File: src/rtl/alu_pkg.sv
// Shared opcode, flag and FSM definitions for the sequential ALU.
package alu_pkg;

  localparam logic [3:0] OP_ADD = 4'h0;
  localparam logic [3:0] OP_SUB = 4'h1;
  localparam logic [3:0] OP_OR  = 4'h2;
  localparam logic [3:0] OP_AND = 4'h3;
  localparam logic [3:0] OP_NOT = 4'h4;
  localparam logic [3:0] OP_CMP = 4'h5;
  localparam logic [3:0] OP_SHR = 4'h6;
  localparam logic [3:0] OP_SHL = 4'h7;
  localparam logic [3:0] OP_ADC = 4'h8;
  localparam logic [3:0] OP_SBB = 4'h9;
  localparam logic [3:0] OP_XOR = 4'hA;
  localparam logic [3:0] OP_SAR = 4'hB;
  localparam logic [3:0] OP_ROL = 4'hC;
  localparam logic [3:0] OP_ROR = 4'hD;
  localparam logic [3:0] OP_MUL = 4'hE;
  localparam logic [3:0] OP_NOP = 4'hF;

  localparam int FLAG_C = 3;
  localparam int FLAG_N = 2;
  localparam int FLAG_V = 1;
  localparam int FLAG_Z = 0;

  // Field order matches the FLAG_* bit indices.
  typedef struct packed {
    logic c;
    logic n;
    logic v;
    logic z;
  } flags_t;

  typedef enum logic [1:0] {
    ST_IDLE = 2'd0,
    ST_EXEC = 2'd1,
    ST_HOLD = 2'd2
  } state_t;

  function automatic logic is_shift(input logic [3:0] op);
    return (op == OP_SHR) || (op == OP_SHL) || (op == OP_SAR) ||
           (op == OP_ROL) || (op == OP_ROR);
  endfunction

endpackage

File: src/rtl/alu_seq_if.sv
// Request/response handshake bundle between operand source, ALU and result sink.
interface alu_seq_if #(parameter int WIDTH = 8);

  logic             in_valid;
  logic             in_ready;
  logic [3:0]       op;
  logic [WIDTH-1:0] in_a;
  logic [WIDTH-1:0] in_b;
  logic             out_valid;
  logic             out_ready;
  logic [WIDTH-1:0] out;
  logic [WIDTH-1:0] out_hi;
  logic [3:0]       flags;
  logic             busy;

  modport master (
    output in_valid, op, in_a, in_b, out_ready,
    input  in_ready, out_valid, out, out_hi, flags, busy
  );

  modport slave (
    input  in_valid, op, in_a, in_b, out_ready,
    output in_ready, out_valid, out, out_hi, flags, busy
  );

endinterface

File: src/rtl/alu_iter_unit.sv
// Iterative shift/rotate (1 bit/cycle) and shift-add multiply, plus an unrolled
// single-cycle shifter; latency = loaded count, no backpressure (owner sequences it).
module alu_iter_unit
  import alu_pkg::*;
#(
  parameter int WIDTH = 8,
  parameter int AW    = $clog2(WIDTH)
) (
  input  logic             clk,
  input  logic             rst_n,
  input  logic             load,
  input  logic [3:0]       op_in,
  input  logic [WIDTH-1:0] a_in,
  input  logic [WIDTH-1:0] b_in,
  output logic             last,
  output logic             mul_op,
  output logic [WIDTH-1:0] nxt_lo,
  output logic [WIDTH-1:0] nxt_hi,
  output logic             nxt_c,
  output logic [WIDTH-1:0] comb_lo,
  output logic             comb_c
);

  localparam int CW = AW + 1;

  logic [3:0]       op_q;
  logic [WIDTH-1:0] val_q;
  logic [WIDTH-1:0] mcand_q;
  logic [WIDTH-1:0] hi_q;
  logic [CW-1:0]    cnt_q;
  logic [AW-1:0]    amt;
  logic [WIDTH:0]   sum;
  logic [WIDTH:0]   step;

  // Returns {bit shifted out, shifted value} for a single-bit move.
  function automatic logic [WIDTH:0] shift_step(input logic [3:0] op, input logic [WIDTH-1:0] v);
    case (op)
      OP_SHR:  return {v[0], 1'b0, v[WIDTH-1:1]};
      OP_SHL:  return {v[WIDTH-1], v[WIDTH-2:0], 1'b0};
      OP_SAR:  return {v[0], v[WIDTH-1], v[WIDTH-1:1]};
      OP_ROL:  return {v[WIDTH-1], v[WIDTH-2:0], v[WIDTH-1]};
      OP_ROR:  return {v[0], v[0], v[WIDTH-1:1]};
      default: return {1'b0, v};
    endcase
  endfunction

  assign amt    = b_in[AW-1:0];
  assign last   = (cnt_q == CW'(1));
  assign mul_op = (op_q == OP_MUL);

  always_comb begin
    sum    = {1'b0, hi_q} + (val_q[0] ? {1'b0, mcand_q} : '0);
    step   = shift_step(op_q, val_q);
    nxt_lo = step[WIDTH-1:0];
    nxt_hi = '0;
    nxt_c  = step[WIDTH];
    if (mul_op) begin
      // Partial product and multiplier share one shift register {hi_q, val_q}.
      nxt_lo = {sum[0], val_q[WIDTH-1:1]};
      nxt_hi = sum[WIDTH:1];
      nxt_c  = |sum[WIDTH:1];
    end
  end

  always_comb begin
    comb_lo = a_in;
    comb_c  = 1'b0;
    for (int i = 0; i < (1 << AW); i++) begin
      if (AW'(i) < amt) {comb_c, comb_lo} = shift_step(op_in, comb_lo);
    end
  end

  always_ff @(posedge clk or negedge rst_n) begin
    if (!rst_n) begin
      op_q    <= OP_NOP;
      val_q   <= '0;
      mcand_q <= '0;
      hi_q    <= '0;
      cnt_q   <= '0;
    end else if (load) begin
      op_q    <= op_in;
      val_q   <= (op_in == OP_MUL) ? b_in : a_in;
      mcand_q <= a_in;
      hi_q    <= '0;
      cnt_q   <= (op_in == OP_MUL) ? CW'(WIDTH) : CW'(amt);
    end else if (cnt_q != '0) begin
      val_q <= nxt_lo;
      hi_q  <= nxt_hi;
      cnt_q <= cnt_q - CW'(1);
    end
  end

endmodule

File: src/rtl/alu_seq.sv
// Sequential ALU: single-cycle ops return next cycle, iterative shifts/MUL after
// amt/WIDTH extra cycles; result held until out_ready, no accept while executing.
module alu_seq
  import alu_pkg::*;
#(
  parameter int WIDTH      = 8,
  parameter bit FAST_SHIFT = 1'b0
) (
  input logic       clk,
  input logic       rst_n,
  alu_seq_if.slave  bus
);

  localparam int AW = $clog2(WIDTH);

  state_t           state_q, state_d;
  logic             live_q;
  logic             in_ready, accept, multi;
  logic             load_single, load_iter, iter_start;
  logic [AW-1:0]    amt;
  logic [WIDTH-1:0] a, b, res, sc_out;
  logic [WIDTH-1:0] out_q, hi_q;
  logic [WIDTH:0]   sum, diff;
  logic             add_cin, sub_cin, keep;
  flags_t           flags_q, sc_flags, it_flags;

  logic             it_last, it_mul, it_c, sh_c;
  logic [WIDTH-1:0] it_lo, it_hi, sh_lo;

  assign a   = bus.in_a;
  assign b   = bus.in_b;
  assign amt = b[AW-1:0];

  // live_q keeps requests blocked until the first edge after reset release.
  assign in_ready = live_q & ((state_q == ST_IDLE) | ((state_q == ST_HOLD) & bus.out_ready));
  assign accept   = bus.in_valid & in_ready;
  assign multi    = (bus.op == OP_MUL) ||
                    ((FAST_SHIFT == 1'b0) && is_shift(bus.op) && (amt != '0));

  alu_iter_unit #(.WIDTH(WIDTH), .AW(AW)) u_iter (
    .clk     (clk),
    .rst_n   (rst_n),
    .load    (iter_start),
    .op_in   (bus.op),
    .a_in    (a),
    .b_in    (b),
    .last    (it_last),
    .mul_op  (it_mul),
    .nxt_lo  (it_lo),
    .nxt_hi  (it_hi),
    .nxt_c   (it_c),
    .comb_lo (sh_lo),
    .comb_c  (sh_c)
  );

  // Carry-in is the flag register as it stands, i.e. already holding the
  // flags of a result being handed off this same cycle.
  assign add_cin = (bus.op == OP_ADC) & flags_q.c;
  assign sub_cin = (bus.op == OP_SBB) & flags_q.c;
  assign sum     = {1'b0, a} + {1'b0, b} + {{WIDTH{1'b0}}, add_cin};
  assign diff    = {1'b0, a} - {1'b0, b} - {{WIDTH{1'b0}}, sub_cin};

  always_comb begin
    res      = a;
    sc_flags = '0;
    keep     = 1'b0;
    case (bus.op)
      OP_ADD, OP_ADC: begin
        res        = sum[WIDTH-1:0];
        sc_flags.c = sum[WIDTH];
        sc_flags.v = (a[WIDTH-1] == b[WIDTH-1]) && (res[WIDTH-1] != a[WIDTH-1]);
      end
      OP_SUB, OP_SBB, OP_CMP: begin
        res        = diff[WIDTH-1:0];
        sc_flags.c = diff[WIDTH];
        sc_flags.v = (a[WIDTH-1] != b[WIDTH-1]) && (res[WIDTH-1] != a[WIDTH-1]);
      end
      OP_OR:  res = a | b;
      OP_AND: res = a & b;
      OP_XOR: res = a ^ b;
      OP_NOT: res = ~a;
      OP_SHR, OP_SHL, OP_SAR, OP_ROL, OP_ROR: begin
        res        = sh_lo;
        sc_flags.c = sh_c;
      end
      default: keep = 1'b1;
    endcase
    sc_flags.n = res[WIDTH-1];
    sc_flags.z = (res == '0);
    if (keep) sc_flags = flags_q;
    sc_out = (bus.op == OP_CMP) ? a : res;
  end

  always_comb begin
    it_flags   = '0;
    it_flags.c = it_c;
    it_flags.v = it_mul & it_c;
    it_flags.n = it_lo[WIDTH-1];
    it_flags.z = (it_lo == '0);
  end

  always_comb begin
    state_d     = state_q;
    load_single = 1'b0;
    load_iter   = 1'b0;
    iter_start  = 1'b0;
    case (state_q)
      ST_IDLE, ST_HOLD: begin
        if ((state_q == ST_HOLD) && bus.out_ready) state_d = ST_IDLE;
        if (accept) begin
          if (multi) begin
            iter_start = 1'b1;
            state_d    = ST_EXEC;
          end else begin
            load_single = 1'b1;
            state_d     = ST_HOLD;
          end
        end
      end
      ST_EXEC: begin
        if (it_last) begin
          load_iter = 1'b1;
          state_d   = ST_HOLD;
        end
      end
      default: state_d = ST_IDLE;
    endcase
  end

  always_ff @(posedge clk or negedge rst_n) begin
    if (!rst_n) begin
      state_q <= ST_IDLE;
      live_q  <= 1'b0;
      out_q   <= '0;
      hi_q    <= '0;
      flags_q <= '0;
    end else begin
      state_q <= state_d;
      live_q  <= 1'b1;
      if (load_single) begin
        out_q   <= sc_out;
        hi_q    <= '0;
        flags_q <= sc_flags;
      end else if (load_iter) begin
        out_q   <= it_lo;
        hi_q    <= it_hi;
        flags_q <= it_flags;
      end
    end
  end

  assign bus.in_ready  = in_ready;
  assign bus.out_valid = (state_q == ST_HOLD);
  assign bus.busy      = (state_q == ST_EXEC);
  assign bus.out       = out_q;
  assign bus.out_hi    = hi_q;
  assign bus.flags     = flags_q;

endmodule

File: src/flat_wrapper.sv
// flat-port wrapper written by rule: the top's interface ports become plain ports
module alu_seq_flat import alu_pkg::*;
#(
  parameter int WIDTH      = 8,
  parameter bit FAST_SHIFT = 1'b0
)
  (clk, rst_n, bus_in_valid, bus_op, bus_in_a, bus_in_b, bus_out_ready, bus_in_ready, bus_out_valid, bus_out, bus_out_hi, bus_flags, bus_busy);
  alu_seq_if #(.WIDTH(WIDTH)) bus_i ();
  input logic clk;
  input logic rst_n;
  input wire logic [$bits(bus_i.in_valid)-1:0] bus_in_valid;
  input wire logic [$bits(bus_i.op)-1:0] bus_op;
  input wire logic [$bits(bus_i.in_a)-1:0] bus_in_a;
  input wire logic [$bits(bus_i.in_b)-1:0] bus_in_b;
  input wire logic [$bits(bus_i.out_ready)-1:0] bus_out_ready;
  output wire logic [$bits(bus_i.in_ready)-1:0] bus_in_ready;
  output wire logic [$bits(bus_i.out_valid)-1:0] bus_out_valid;
  output wire logic [$bits(bus_i.out)-1:0] bus_out;
  output wire logic [$bits(bus_i.out_hi)-1:0] bus_out_hi;
  output wire logic [$bits(bus_i.flags)-1:0] bus_flags;
  output wire logic [$bits(bus_i.busy)-1:0] bus_busy;
  assign bus_i.in_valid = bus_in_valid;
  assign bus_i.op = bus_op;
  assign bus_i.in_a = bus_in_a;
  assign bus_i.in_b = bus_in_b;
  assign bus_i.out_ready = bus_out_ready;
  assign bus_in_ready = bus_i.in_ready;
  assign bus_out_valid = bus_i.out_valid;
  assign bus_out = bus_i.out;
  assign bus_out_hi = bus_i.out_hi;
  assign bus_flags = bus_i.flags;
  assign bus_busy = bus_i.busy;
  alu_seq #(.WIDTH(WIDTH), .FAST_SHIFT(FAST_SHIFT)) u_core (.clk(clk), .rst_n(rst_n), .bus(bus_i));
endmodule
File: config.mk
export PLATFORM = sky130hd
export DESIGN_NAME = alu_seq_flat
export DESIGN_NICKNAME = d
export VERILOG_FILES = /design/src/rtl/alu_pkg.sv /design/src/rtl/alu_seq_if.sv /design/src/rtl/alu_iter_unit.sv /design/src/rtl/alu_seq.sv /design/src/flat_wrapper.sv
export SDC_FILE = /design/constraint.sdc
export NUM_CORES = 1
export LEC_CHECK = 0
export ABC_AREA = 1
export CAP_MARGIN = 30
export CORE_MARGIN = 2
export CORE_UTILIZATION = 50
export DETAILED_ROUTE_END_ITERATION = 6
export PLACE_DENSITY = 0.77
export SYNTH_ARGS = -nofsm -noshare
export SYNTH_HDL_FRONTEND = slang
export SYNTH_SLANG_ARGS = --single-unit
File: constraint.sdc
create_clock -name clk -period 2.96 [get_ports clk]
set_input_delay 0.592 -clock clk [delete_from_list [all_inputs] [get_ports clk]]
set_output_delay 0.592 -clock clk [all_outputs]
set_load 0.05 [all_outputs]
# Word-level counts from Yosys, hierarchy flattened
# Index checks and enable logic that the tools add are counted.
# totals
ff_bits	55
output_inout_bits	23
word_cells	154
in_bits	24
# classes
reduce_logical	25
order_cmp	8
add_sub_neg	6
n_eq_ne	30
bitwise	11
muxes	61
# op_table
cell	n
9-bit case mux with 5 select lines	9
8-bit 2-to-1 mux	21
8-bit case mux with 7 select lines	1
4-bit == test (second input constant)	11
4-bit by 3-bit == test with 1-bit output (second input constant)	6
4-bit 2-to-1 mux	6
8-bit by 8-bit adder with 9-bit output	2
1-bit 2-to-1 mux	17
8-bit zero test	2
14-bit OR reduction	1
3-bit less-than comparator (first input constant)	4
9-bit by 1-bit adder with 9-bit output	1
8-bit by 8-bit subtractor with 9-bit output	1
9-bit by 1-bit subtractor with 9-bit output	1
8-bit AND	1
4-bit by 1-bit == test with 1-bit output (second input constant)	2
4-bit by 2-bit == test with 1-bit output (second input constant)	2
2-bit 2-to-1 mux	4
8-bit NOT	1
8-bit bitwise OR	1
8-bit OR reduction	1
8-bit bitwise XOR	1
1-bit AND	6
1-bit by 3-bit less-than comparator with 1-bit output (first input constant)	2
24 further kinds	37

# Depth between registers and ports, before layout
# Gate-level depths: netlist of the first run.
# logic_depth
word_depth	21
mapped_depth	32
ltp_nobuf	31

# Cells and area by module
# Synthesis of the first run repeated with hierarchy kept, for this count alone.
# unflattened
cells_unflattened	1149
hier_area_um2	6842.8
# modules_own_cells
module	cells_per_inst	seq_area_each_um2	instances	area_per_inst_um2
alu_iter_unit	666	805.8	1	3881.2
alu_seq	483	575.6	1	2961.6

# Worst setup path after synthesis of the first run
# OpenSTA, ideal clock, no wires.
# synth_timing
path_kind	input port to flip-flop
from	input bus_op[3]
to	register u_core.flags_q, in the netlist u_core.bus.flags[0]
setup_slack_ps	-235
setup_ps	73
path_buffers	0
arrival_ps	3122
required_time_ps	2887
cell_stages	20
path_cell_list	inv_1 nor2_2 nand3_1 fa_1 ha_1 nand2_1 nand2_1 a21oi_1 nor2_1 o21ai_0 nand2_1 xor2_1 nor2_1 a2111oi_0 nand2_1 nand2_1 nand2_1 nor2_1 nand2_1 a21oi_2
# synth_between
elab_chain_cells	21
word_cells_on_any_way	55
classes_between	add/sub: 2; eq/ne: 15; mux: 22; bitwise: 2; reduce/logical: 14
# synth_lines
item	line_no	rtl
start, declared	flat_wrapper.sv:12	input wire logic [$bits(bus_i.op)-1:0] bus_op;
4-bit == test, or another cell as far along	alu_pkg.sv:42, alu_iter_unit.sv:37, alu_seq.sv:67	
9-bit case mux with 5 select lines	alu_iter_unit.sv:37	case (op)
8-bit 2-to-1 mux	alu_iter_unit.sv:69	if (AW'(i) < amt) {comb_c, comb_lo} = shift_step(op_in, comb_lo);
9-bit case mux with 5 select lines	alu_iter_unit.sv:37	
8-bit 2-to-1 mux	alu_iter_unit.sv:69	
9-bit case mux with 5 select lines	alu_iter_unit.sv:37	
8-bit 2-to-1 mux	alu_iter_unit.sv:69	
9-bit case mux with 5 select lines	alu_iter_unit.sv:37	
[5 not listed]	--	
9-bit case mux with 5 select lines	alu_iter_unit.sv:37	
8-bit 2-to-1 mux	alu_iter_unit.sv:69	
9-bit case mux with 5 select lines	alu_iter_unit.sv:37	
8-bit 2-to-1 mux	alu_iter_unit.sv:69	
8-bit case mux with 7 select lines	alu_seq.sv:67	case (bus.op)
8-bit zero test	alu_seq.sv:89	sc_flags.z = (res == '0);
4-bit 2-to-1 mux	alu_seq.sv:90	if (keep) sc_flags = flags_q;
4-bit 2-to-1 mux	alu_seq.sv:140	if (load_single) begin
end signal, assigned	alu_seq.sv:143	flags_q <= sc_flags;
end signal, assigned	alu_seq.sv:147	flags_q <= it_flags;
end, declared	alu_seq.sv:25	flags_t flags_q, sc_flags, it_flags;
# Parallel ways exist; a longest one is shown, timed or not. The select of a mux whose other input is x is not followed.
# A chain may end at the register's enable or synchronous reset.

# Final worst setup path of the first run
# layout_timing
from	input bus_in_a[7]
to	register u_core.out_q[2] (netlist: u_core.bus.out[2])
# layout_between
elab_chain_cells	19
# layout_lines
item	line_no	rtl
start, declared	flat_wrapper.sv:13	input wire logic [$bits(bus_i.in_a)-1:0] bus_in_a;
9-bit case mux with 5 select lines	alu_iter_unit.sv:37	
8-bit 2-to-1 mux (*)	alu_iter_unit.sv:69	
9-bit case mux with 5 select lines	alu_iter_unit.sv:37	
8-bit 2-to-1 mux (*)	alu_iter_unit.sv:69	
9-bit case mux with 5 select lines	alu_iter_unit.sv:37	
8-bit 2-to-1 mux (*)	alu_iter_unit.sv:69	
9-bit case mux with 5 select lines	alu_iter_unit.sv:37	
8-bit 2-to-1 mux (*)	alu_iter_unit.sv:69	
[3 not listed]	--	
8-bit 2-to-1 mux (*)	alu_iter_unit.sv:69	
9-bit case mux with 5 select lines	alu_iter_unit.sv:37	
8-bit 2-to-1 mux (*)	alu_iter_unit.sv:69	
9-bit case mux with 5 select lines	alu_iter_unit.sv:37	
8-bit 2-to-1 mux (*)	alu_iter_unit.sv:69	
8-bit case mux with 7 select lines (*)	alu_seq.sv:67	
8-bit 2-to-1 mux (*)	alu_seq.sv:91	sc_out = (bus.op == OP_CMP) ? a : res;
8-bit 2-to-1 mux (*)	alu_seq.sv:140	
end signal, assigned	alu_seq.sv:141	out_q <= sc_out;
end signal, assigned	alu_seq.sv:145	out_q <= it_lo;
end, declared	alu_seq.sv:22	logic [WIDTH-1:0] out_q, hi_q;
# Mark *: on every way between the ends. The rest lies on a longest branch, timed or not.

==> flow_metrics.py, run 1 <==
metrics = {
    "clock_network": {
        "cts-hold-fix-buffers": 0,
        "cts_buffers": 5,
        "clk_path_buf_depth": 2,
        "clockRootBuffer": "sky130_fd_sc_hd__clkbuf_16",
        "worst_setup_hold_path_clk_slew_ns": 0.07,
        "clock_latency_ns": 0.30,
        "tritoncts": "done",
        "tritoncts_num_sinks": 55,
        "cts_h_tree_lvls": 2,
    },
    "pwr": {
        "p_leak_nw": 4.61,
        "vdd_drop_max_uv": 326,
        "p_total_mw": 5.11,
        "power.density_nw_per_um2": 526,
    },
    "cells_and_area": {
        "final_util": 0.800,
        "fillCellCount": 840,
        "area_of_the_multi_input_gates_um2": 5460,
        "layout.nets": 1281,
        "finish.instance_area_um2": 9720,
        "num_antenna_cells": 0,
        "drive_above_1_share": 0.398,
        "layout-area-overhead-vs-synth_pct": 54.6,
        "final-seq-area_um2": 1380,
    },
    "detailed_routing": {
        "vias": 8271,
        "detailroute.wirelength.met3_mm": 2.05,
        "drc": 0,
        "routed_wl_mm": 26.5,
        "dr_vias_cell": 5.99,
        "detail-route-antenna-nets": 0,
        "routed.top_layer": "met4",
        "detailedRoute.firstPassIterationCount": 5,
        "drt-met1-wl_mm": 9.87,
        "wl_per_cell_um": 19.2,
        "routed-wl-met2_mm": 12.8,
        "detailedRoute.firstIterationViolations": 1017,
    },
    "place": {
        "routabilityCongestion": 1.01,
        "place.detailed.hpwl_mm": 17.4,
        "placed_area_um2": 8080,
        "place.port_buffers": 46,
    },
    "setup_path": {
        "critPathArrivalTime_ns": 3.73,
        "cpMostUsedCell": "sky130_fd_sc_hd__nand2_1",
        "crit_slowest_cell": "sky130_fd_sc_hd__clkdlybuf4s50_1",
        "critical_path.top_delay_family": "simple AND/OR/NAND/NOR gates",
        "timing.critical_path.fanout_max": 5,
        "cp.buffers_inverters": 2,
        "nature_of_the_critical_path_startpoint": "input pin",
        "max_stage_delay_ns": 0.63,
        "worst-endpoint-required_ns": 3.19,
        "critPathKind": "input pin to flip-flop",
        "worst_setup_path_end_kind": "flip-flop",
    },
    "flow_run": {
        "cap_viol_max_count": 0,
    },
    "die": {
        "effective_utilization_at_floorplan": 0.517,
        "floorplan.core_area_um2": 12200,
        "die_height_um": 116,
        "boundaryPins": 47,
        "rows": 40,
        "die_x_um": 116,
        "floorplan.die_area_um2": 13500,
    },
    "timing": {
        "tightestPinTransition_ns": 0.569,
        "fin_crit_sh": 1.18,
        "final-setup-viol-count": 12,
        "fin_worst_skew_ns": 0.00724,
        "timing.final.max_slew_violations": 0,
        "post_route_minimum_period_ns": 3.51,
        "final_hold_viol_count": 0,
        "slew-limit-headroom": 0.617,
        "clock.fmax_mhz": 285,
        "grt_setup_unrepaired": "true",
        "layout_setup_ws_ns": -0.547,
    },
    "synthesis": {
        "count_of_flip_flops_with_a_built_in_enable_after_synthesis": 0,
        "yosys.area.top_type": "sky130_fd_sc_hd__dfrtp_1",
        "synth_async_sr_flop_share": 1.00,
        "nets_in_the_synthesized_netlist": 1064,
        "postSynthCellCount": 994,
        "synth_flop_cell": "sky130_fd_sc_hd__dfrtp_1",
        "synth_register_bits": 55,
        "share_of_synthesized_area_occupied_by_flip_flops_and_latches": 0.220,
        "yosys_warnings": 0,
        "number_of_different_library_cells_in_the_post_synthesis_netlist": 49,
        "synth.cell_area_um2": 6290,
        "synth.area.top_cells": "sky130_fd_sc_hd__dfrtp_1 20%, sky130_fd_sc_hd__nand2_1 17%, sky130_fd_sc_hd__nand3_1 10%, sky130_fd_sc_hd__ha_1 8.2%, sky130_fd_sc_hd__inv_1 7.2%",
        "synthesis.area_per_instance_um2": 6.33,
        "yosysTopAreaCellShare": 0.203,
    },
    "grt": {
        "overflow": 0,
        "grt_start_max_net_pins": 45,
        "antenna_found_initial": 0,
        "first_global_vias": 7553,
        "first_pass_grt_wire_length_mm": 37.0,
        "grt_overall_usage": 0.350,
    },
    "min_path": {
        "min-delay-path-class": "input pin to async pin",
    },
    "run_status": {
        "run_status": "finished, violations left",
        "violations": "negative setup slack",
    },
}
-- synth_stat cells (5+ instances only) --
cell	n
sky130_fd_sc_hd__or2_2	5
sky130_fd_sc_hd__nor3_1	6
sky130_fd_sc_hd__o221ai_1	6
sky130_fd_sc_hd__dfrtp_1	51
sky130_fd_sc_hd__xor2_1	9
sky130_fd_sc_hd__nand2_1	290
sky130_fd_sc_hd__nand2_2	6
sky130_fd_sc_hd__o2111ai_1	5
sky130_fd_sc_hd__nand3_2	24
sky130_fd_sc_hd__o211ai_1	9
sky130_fd_sc_hd__fa_1	5
sky130_fd_sc_hd__o22ai_1	14
sky130_fd_sc_hd__ha_1	41
sky130_fd_sc_hd__nor2_1	82
sky130_fd_sc_hd__o21ai_0	64
sky130_fd_sc_hd__inv_1	121
sky130_fd_sc_hd__nor4_1	5
sky130_fd_sc_hd__nand3_1	130
sky130_fd_sc_hd__a22oi_1	7
sky130_fd_sc_hd__a21oi_1	38
sky130_fd_sc_hd__clkbuf_1	17
-- layer usage --
layer	GRT usage	vias up
met2	0.616	517
met5	0	-
met3	0.0462	163
li1	-	3739
met1	0.426	3852
met4	0.161	0
-- cell families (layout without fill, tap and decap cells) --
logic type,count (synthesis),in the layout,synth area share
fa+ha+maj,46,46,0.0975
flops,55,55,0.220
xor+xnor,11,11,0.0153
simple gates,558,558,0.404
buf+inv,152,370,0.0993
compound gates,171,171,0.164
other cells,1,1,0.000596
-- path summary, 6_finish.rpt --
check                                     startpoint                   end  slack (ns)  cells after the start
worst max-delay path                     bus_in_a[7]     u_core.bus.out[2]       -0.55                     26
worst min-delay path                           rst_n  u_core.bus.out_hi[1]        0.07                      1
worst max register to register   u_core.bus.flags[3]   u_core.bus.flags[0]       -0.32                     24
worst min register to register  u_core.bus.out_hi[6]  u_core.bus.out_hi[6]        0.48                      2
max in group asynchronous                      rst_n  u_core.bus.out_hi[0]        2.31                      3
min in group clk                u_core.bus.out_hi[6]  u_core.bus.out_hi[6]        0.48                      2
-- flip-flops by register name (all words and copies together), names as in the netlist --
name	count
u_core.bus.flags	4
u_core.bus.out	8
u_core.bus.out_hi	8
u_core.live_q	1
u_core.state_q	2
u_core.u_iter.cnt_q	4
u_core.u_iter.hi_q	8
u_core.u_iter.mcand_q	8
u_core.u_iter.op_q	4
u_core.u_iter.val_q	8
-- repair_timing --
action,CTS,global route
buffers inserted,22,14
endpoints found under the setup margin,12,12
resized for setup,143,166
pin swaps,69,90
-- power by group --
part           leakage, nW  switching [mW]  internal [mW]
Combinational         3.84            2.04           1.23
Clock               0.0779           0.275          0.343
Sequential           0.699           0.194           1.03
Total                 4.61            2.50           2.61
-- worst register-to-register path, cell delays in order (launching register included) --
cell and delay [ns]:
sky130_fd_sc_hd__dfrtp_1 0.46, sky130_fd_sc_hd__nand2_1 0.13, sky130_fd_sc_hd__nor2_2 0.05, sky130_fd_sc_hd__fa_2 0.34, sky130_fd_sc_hd__nand2_1 0.10, sky130_fd_sc_hd__nand2_1 0.10
sky130_fd_sc_hd__a21oi_2 0.21, sky130_fd_sc_hd__nor2_2 0.07, sky130_fd_sc_hd__buf_4 0.14, sky130_fd_sc_hd__buf_4 0.12, sky130_fd_sc_hd__buf_4 0.12, sky130_fd_sc_hd__buf_4 0.12
sky130_fd_sc_hd__buf_4 0.12, sky130_fd_sc_hd__buf_4 0.12, sky130_fd_sc_hd__buf_4 0.12, sky130_fd_sc_hd__nor2_1 0.07, sky130_fd_sc_hd__a21oi_1 0.10, sky130_fd_sc_hd__buf_4 0.16
sky130_fd_sc_hd__nand2_2 0.05, sky130_fd_sc_hd__nand2_2 0.06, sky130_fd_sc_hd__buf_4 0.13, sky130_fd_sc_hd__nand3_1 0.08, sky130_fd_sc_hd__nor2_1 0.04, sky130_fd_sc_hd__nand2_1 0.07
sky130_fd_sc_hd__a21oi_2 0.05
-- through the flow --
step	setup WS [ns]	instances	setup TNS (ns)	hold WS [ns]
floorplan	-0.0639	994	-0.137	0.296
finish	-0.547	1380	-5.12	0.0745
CTS	-0.335	1366	-2.88	0.470
global route	-0.706	1380	-7.00	0.0641
detailed placement	-1.15	1339	-12.61	0.470
global placement	-1.16	1339	-12.18	0.464
-- cells in the final DEF (no fill, tap or decap), drive strengths merged, types with 3 or more instances in the layout --
cell type / Yosys / layout
a211oi: 3 / 3
a21oi: 41 / 41
a22oi: 7 / 7
a31oi: 4 / 4
buf: 11 / 198
clkbuf: 17 / 6
clkdlybuf4s50: 0 / 31
dfrtp: 51 / 51
dfstp: 4 / 4
dlygate4sd2: 0 / 7
fa: 5 / 5
ha: 41 / 41
inv: 124 / 125
nand2: 298 / 298
nand3: 154 / 154
nor2: 88 / 88
nor3: 6 / 6
nor4: 5 / 5
o2111ai: 5 / 5
o211ai: 9 / 9
o21ai: 69 / 69
o221ai: 6 / 6
o22ai: 14 / 14
or2: 5 / 5
xor2: 9 / 9
-- cell type report --
cell class	instances	share of cell area
flip-flops and latches	55	0.142
repair buffers	238	0.210
multi-input cells	787	0.561
clock inverters	2	0.00180
inverters	124	0.0495
well taps	168	0.0216
clock buffers	6	0.0143
Note: power is estimated with default switching activity, not from simulation.
==> run 2: changes to the inputs <==
CORE_UTILIZATION = 45   (was 50)
PLACE_DENSITY = default   (was 0.77)
==> flow_metrics.py, run 2 (synthesis gave the netlist of run 1 again) <==
metrics = {
    "run_status": {
        "run_status": "finished, violations left",
        "violations": "negative setup slack",
    },
    "pwr": {
        "seq_power_share": 0.243,
        "sw_frac_of_total": 0.478,
        "power.density_nw_per_um2": 534,
        "total_switching_power_mw": 2.41,
        "power.share.combinational": 0.634,
        "vdd_drop_max_uv": 334,
        "p_clk_frac": 0.123,
        "p_leak_nw": 4.56,
        "p_int_mw": 2.64,
    },
    "die": {
        "die_x_um": 122,
        "rows": 43,
        "effective_utilization_at_floorplan": 0.457,
        "die_height_um": 122,
        "boundaryPins": 47,
        "floorplan.die_area_um2": 14900,
        "floorplan.core_area_um2": 13800,
    },
    "setup_path": {
        "r2r_slack_ns": -0.20,
        "critPathKind": "input pin to flip-flop",
        "worst_setup_path_end_kind": "flip-flop",
        "worst-endpoint-required_ns": 3.13,
        "timing.critical_path.fanout_max": 5,
        "timing.reg2reg.worst_path_depth": 21,
        "max_stage_delay_ns": 0.26,
        "worst_r2r_startpoint": "u_core.bus.flags[3]",
        "cpMostUsedCell": "sky130_fd_sc_hd__nand2_1",
        "nature_of_the_critical_path_startpoint": "input pin",
        "crit_slowest_cell": "sky130_fd_sc_hd__o21ai_4",
        "critPathArrivalTime_ns": 3.55,
        "worstReg2RegEnd": "u_core.bus.flags[0]",
    },
    "clock_network": {
        "cts-hold-fix-buffers": 0,
        "cts_buffers": 5,
        "clock_latency_ns": 0.30,
        "clockRootBuffer": "sky130_fd_sc_hd__clkbuf_16",
        "tritoncts": "done",
        "tritoncts_num_sinks": 55,
        "cts_h_tree_lvls": 2,
        "worst_setup_hold_path_clk_slew_ns": 0.07,
        "clk_path_buf_depth": 2,
    },
    "timing": {
        "layout_setup_ws_ns": -0.419,
        "tightestPinTransition_ns": 0.652,
        "fin_crit_sh": 1.14,
        "final-setup-viol-count": 12,
        "timing.final.max_slew_violations": 0,
        "fin_worst_skew_ns": 0.00635,
        "post_route_minimum_period_ns": 3.38,
        "final_hold_viol_count": 0,
        "clock.fmax_mhz": 296,
        "slew-limit-headroom": 0.560,
        "grt_setup_unrepaired": "true",
    },
    "cells_and_area": {
        "fillCellCount": 1246,
        "num_antenna_cells": 0,
        "most_common_cell_after_layout_fill_and_taps_aside": "sky130_fd_sc_hd__nand2_1",
        "layout-area-overhead-vs-synth_pct": 50.2,
        "final-seq-area_um2": 1380,
        "final_util": 0.686,
        "layout.nets": 1284,
        "finish.instance_area_um2": 9450,
        "highest_count_cells_in_the_layout_ignoring_fill_and_taps": "233 x sky130_fd_sc_hd__nand2_1, 182 x sky130_fd_sc_hd__buf_4, 113 x sky130_fd_sc_hd__inv_1, 80 x sky130_fd_sc_hd__nand3_2, 71 x sky130_fd_sc_hd__nor2_1",
        "drive_above_1_share": 0.367,
        "area_of_the_multi_input_gates_um2": 5230,
    },
    "grt": {
        "grt_overall_usage": 0.307,
        "overflow": 0,
        "grt_start_max_net_pins": 33,
        "first_pass_grt_wire_length_mm": 35.8,
        "antenna_found_initial": 0,
        "first_global_vias": 7134,
    },
    "place": {
        "routabilityCongestion": 1.00,
        "placed_area_um2": 8150,
        "place.detailed.hpwl_mm": 17.9,
        "place.port_buffers": 46,
    },
    "detailed_routing": {
        "vias": 7620,
        "routed_wl_mm": 23.4,
        "wl_per_cell_um": 16.8,
        "detailedRoute.firstPassIterationCount": 5,
        "drc": 0,
        "detailedRoute.firstIterationViolations": 560,
        "detail-route-antenna-nets": 0,
        "dr_vias_cell": 5.46,
    },
    "flow_run": {
        "cap_viol_max_count": 0,
    },
    "min_path": {
        "min-delay-path-class": "input pin to async pin",
    },
}
## run 2: cell types whose count changed in the layout (fill, tap and decap cells not counted), sizes merged, moves of 2 or more
cell           previous run  this run
clkbuf                    6         9
dlygate4sd2               7         5
buf                     198       200
clkdlybuf4s50            31        34
## run 2: cell type report
cell class,instances,share of cell area
multi-input cells,787,0.554
repair buffers,241,0.210
flip-flops and latches,55,0.146
inverters,124,0.0501
well taps,180,0.0238
clock buffers,8,0.0166
## run 2: power groups by stage
stage / registers, mW / clock network (mW) / logic (mW)
floorplan: 1.44 / 0 / 1.54
global placement: 1.24 / 0 / 2.82
detailed placement: 1.24 / 0 / 2.84
CTS: 1.23 / 0.628 / 2.98
global route: 1.25 / 0.658 / 3.49
finish: 1.23 / 0.622 / 3.20
## run 2: per-layer routing
metal  routed length (um)  GRT usage  share of wire  up-vias
met5                    0          0              0        -
met4                  792      0.114          0.034        0
met1                 9770      0.387           0.42     3576
met3                 1130     0.0237          0.048       51
met2                11700      0.545           0.50      247
li1                     -          -              -     3746
## run 2: stage by stage
| step | setup TNS, ns | setup WS, ns | hold WS, ns | instances | power [mW] |
|---|---|---|---|---|---|
| CTS | -2.98 | -0.329 | 0.280 | 1380 | 4.83 |
| floorplan | -0.137 | -0.0639 | 0.296 | 994 | 2.98 |
| global route | -5.96 | -0.573 | 0.312 | 1395 | 5.40 |
| global placement | -16.46 | -1.45 | 0.462 | 1362 | 4.06 |
| detailed placement | -16.87 | -1.43 | 0.466 | 1362 | 4.08 |
| finish | -3.75 | -0.419 | 0.265 | 1395 | 5.05 |
## run 2: how the worst max path moves through the flow
stage	start	endpoint	slack, ns	cells after the start
final	bus_op[3]	u_core.bus.out[4]	-0.42	27
after global routing	bus_op[3]	u_core.bus.out[4]	-0.57	27
after CTS	bus_op[2]	u_core.bus.flags[0]	-0.33	22
after detailed placement	bus_op[1]	u_core.bus.out[7]	-1.43	25
after floorplan	bus_op[3]	u_core.bus.flags[0]	-0.06	32
after global placement	bus_op[1]	u_core.bus.out[7]	-1.45	25
## run 2: repair_timing
action,4_1_cts,5_1_grt
gates cloned,0,0
endpoints found under the setup margin,12,12
endpoints found under the hold margin,0,0
pin swaps,48,74
setup buffers,14,15
resized for setup,112,145
## run 2: critical path: cells and delay by family
| family | cells | cell delay [ns] |
|---|---|---|
| buf+inv | 4 | 0.48 |
| compound gates | 5 | 0.70 |
| simple gates | 18 | 1.75 |
==> run 3: changes to the inputs <==
CORE_ASPECT_RATIO = 1.5   (was default)
==> flow_metrics.py, run 3 (synthesis gave the netlist of run 1 again) <==
metrics = {
    "run_status": {
        "run_status": "finished, violations left",
        "violations": "negative setup slack",
    },
    "die": {
        "effective_utilization_at_floorplan": 0.462,
        "floorplan.die_area_um2": 15000,
        "boundaryPins": 47,
        "die_x_um": 101,
        "rows": 52,
        "die_height_um": 149,
        "floorplan.core_area_um2": 13600,
    },
    "detailed_routing": {
        "vias": 7490,
        "detailedRoute.firstIterationViolations": 369,
        "detail-route-antenna-nets": 0,
        "drc": 0,
        "detailedRoute.firstPassIterationCount": 5,
        "wl_per_cell_um": 16.5,
        "routed_wl_mm": 22.6,
        "dr_vias_cell": 5.46,
    },
    "setup_path": {
        "worst_r2r_startpoint": "u_core.bus.flags[3]",
        "cp-endpoint": "u_core.bus.out[6]",
        "max_stage_delay_ns": 0.22,
        "crit_slowest_cell": "sky130_fd_sc_hd__nor2_4",
        "r2r_slack_ns": -0.10,
        "critPathArrivalTime_ns": 3.45,
        "worst-endpoint-required_ns": 3.18,
        "timing.critical_path.fanout_max": 5,
        "critPathKind": "input pin to flip-flop",
        "cpMostUsedCell": "sky130_fd_sc_hd__nand2_2",
        "startpoint": "bus_op[3]",
        "timing.reg2reg.worst_path_depth": 18,
        "worstReg2RegEnd": "u_core.bus.out[7]",
        "nature_of_the_critical_path_startpoint": "input pin",
        "worst_setup_path_end_kind": "flip-flop",
    },
    "timing": {
        "fin_crit_sh": 1.09,
        "fin_worst_skew_ns": 0.00648,
        "post_route_minimum_period_ns": 3.22,
        "clock.fmax_mhz": 310,
        "tightestPinTransition_ns": 0.724,
        "layout_setup_ws_ns": -0.264,
        "slew-limit-headroom": 0.518,
        "grt_setup_unrepaired": "true",
        "final-setup-viol-count": 12,
        "post_route_hold_slack_ns": 0.346,
        "fin_tns_setup_ns": -2.51,
        "final_hold_viol_count": 0,
        "timing.final.max_slew_violations": 0,
    },
    "grt": {
        "antenna_found_initial": 0,
        "grt.met2_usage": 0.551,
        "first_global_vias": 7205,
        "met1_usage": 0.354,
        "grt_overall_usage": 0.301,
        "first_pass_grt_wire_length_mm": 35.5,
        "global_route.peak_usage_layer": "met2",
        "global_route.usage.met3": 0.0187,
        "overflow": 0,
        "grt_start_max_net_pins": 33,
    },
    "cells_and_area": {
        "layout-area-overhead-vs-synth_pct": 48.4,
        "highest_count_cells_in_the_layout_ignoring_fill_and_taps": "231 x sky130_fd_sc_hd__nand2_1, 174 x sky130_fd_sc_hd__buf_4, 113 x sky130_fd_sc_hd__inv_1, 78 x sky130_fd_sc_hd__nand3_2, 67 x sky130_fd_sc_hd__nor2_1",
        "most_common_cell_after_layout_fill_and_taps_aside": "sky130_fd_sc_hd__nand2_1",
        "drive_above_1_share": 0.360,
        "num_antenna_cells": 0,
        "layout.nets": 1278,
        "finish.instance_area_um2": 9330,
    },
    "place": {
        "placed_area_um2": 8130,
        "place.port_buffers": 46,
        "routabilityCongestion": 0.964,
        "place.detailed.hpwl_mm": 18.1,
    },
    "pwr": {
        "power.share.combinational": 0.628,
        "sw_frac_of_total": 0.476,
        "total_switching_power_mw": 2.32,
        "seq_power_share": 0.249,
        "p_leak_nw": 4.54,
        "p_int_mw": 2.55,
        "p_clk_frac": 0.123,
        "p_total_mw": 4.87,
        "power.density_nw_per_um2": 522,
        "vdd_drop_max_uv": 347,
    },
    "clock_network": {
        "tritoncts": "done",
        "clockRootBuffer": "sky130_fd_sc_hd__clkbuf_16",
        "clock_latency_ns": 0.29,
        "cts_h_tree_lvls": 2,
        "cts_buffers": 5,
        "worst_setup_hold_path_clk_slew_ns": 0.07,
        "tritoncts_num_sinks": 55,
        "clk_path_buf_depth": 2,
    },
    "flow_run": {
        "cap_viol_max_count": 0,
    },
    "min_path": {
        "min-delay-path-class": "input pin to async pin",
    },
}
## run 3: cell count changes in the layout (fill, tap and decap cells not counted), sizes merged
cell	before	now
buf	200	195
clkbuf	9	7
dlygate4sd2	5	3
clkdlybuf4s15	0	1
clkinv	0	1
dlymetal6s2s	1	2
## run 3: what timing repair did
action	4_1_cts	5_1_grt
setup buffers	16	6
setup endpoints to repair	12	12
resized for setup	147	103
hold buffers	0	0
pin swaps	61	64
## run 3: worst min-delay path by stage
stage | from | endpoint | slack [ns]
2_1_floorplan | rst_n | u_core.bus.flags[0] | 0.30
3_3_place_gp | u_core.u_iter.mcand_q[1] | u_core.u_iter.mcand_q[1] | 0.46
3_5_place_dp | u_core.bus.flags[1] | u_core.bus.flags[1] | 0.47
4_1_cts | rst_n | u_core.bus.out_hi[3] | 0.37
5_1_grt | rst_n | u_core.bus.out_hi[3] | 0.41
6_report | rst_n | u_core.bus.out_hi[3] | 0.35
## run 3: routing by layer
layer / routed length (um) / part of all wire
met1: 9050 / 0.40
met2: 11900 / 0.52
met3: 682 / 0.030
met4: 1050 / 0.046
met5: 0 / 0
## run 3: final cells by class
type | count | area (um^2)
timing repair buffer | 235 | 1990
inverter | 124 | 470
sequential | 55 | 1380
fill | 1213 | 4270
multi-input combinational | 787 | 5140
clock buffer | 7 | 143
tap | 162 | 203
clock inverter | 1 | 8.76
## run 3: through the flow
stage	std cells	utilization	setup slack, ns
after floorplan	994	-	-0.0639
after global placement	1341	0.598	-1.27
after detailed placement	1341	0.598	-1.25
after CTS	1365	0.654	-0.273
after global routing	1371	0.686	-0.458
final	1371	0.686	-0.264
## run 3: power groups by stage
stage | Clock, mW | Sequential (mW) | Combinational [mW]
after floorplan | 0 | 1.44 | 1.54
after global placement | 0 | 1.22 | 2.77
after detailed placement | 0 | 1.23 | 2.79
after CTS | 0.616 | 1.21 | 2.95
after global routing | 0.652 | 1.24 | 3.36
final | 0.601 | 1.21 | 3.06
## run 3: worst max-delay path: cells and delay by family
family / cells / cell delay [ns]
and+or+nand+nor: 23 / 1.98
buffers and inverters: 4 / 0.44
AOI/OAI and AO/OA: 3 / 0.42
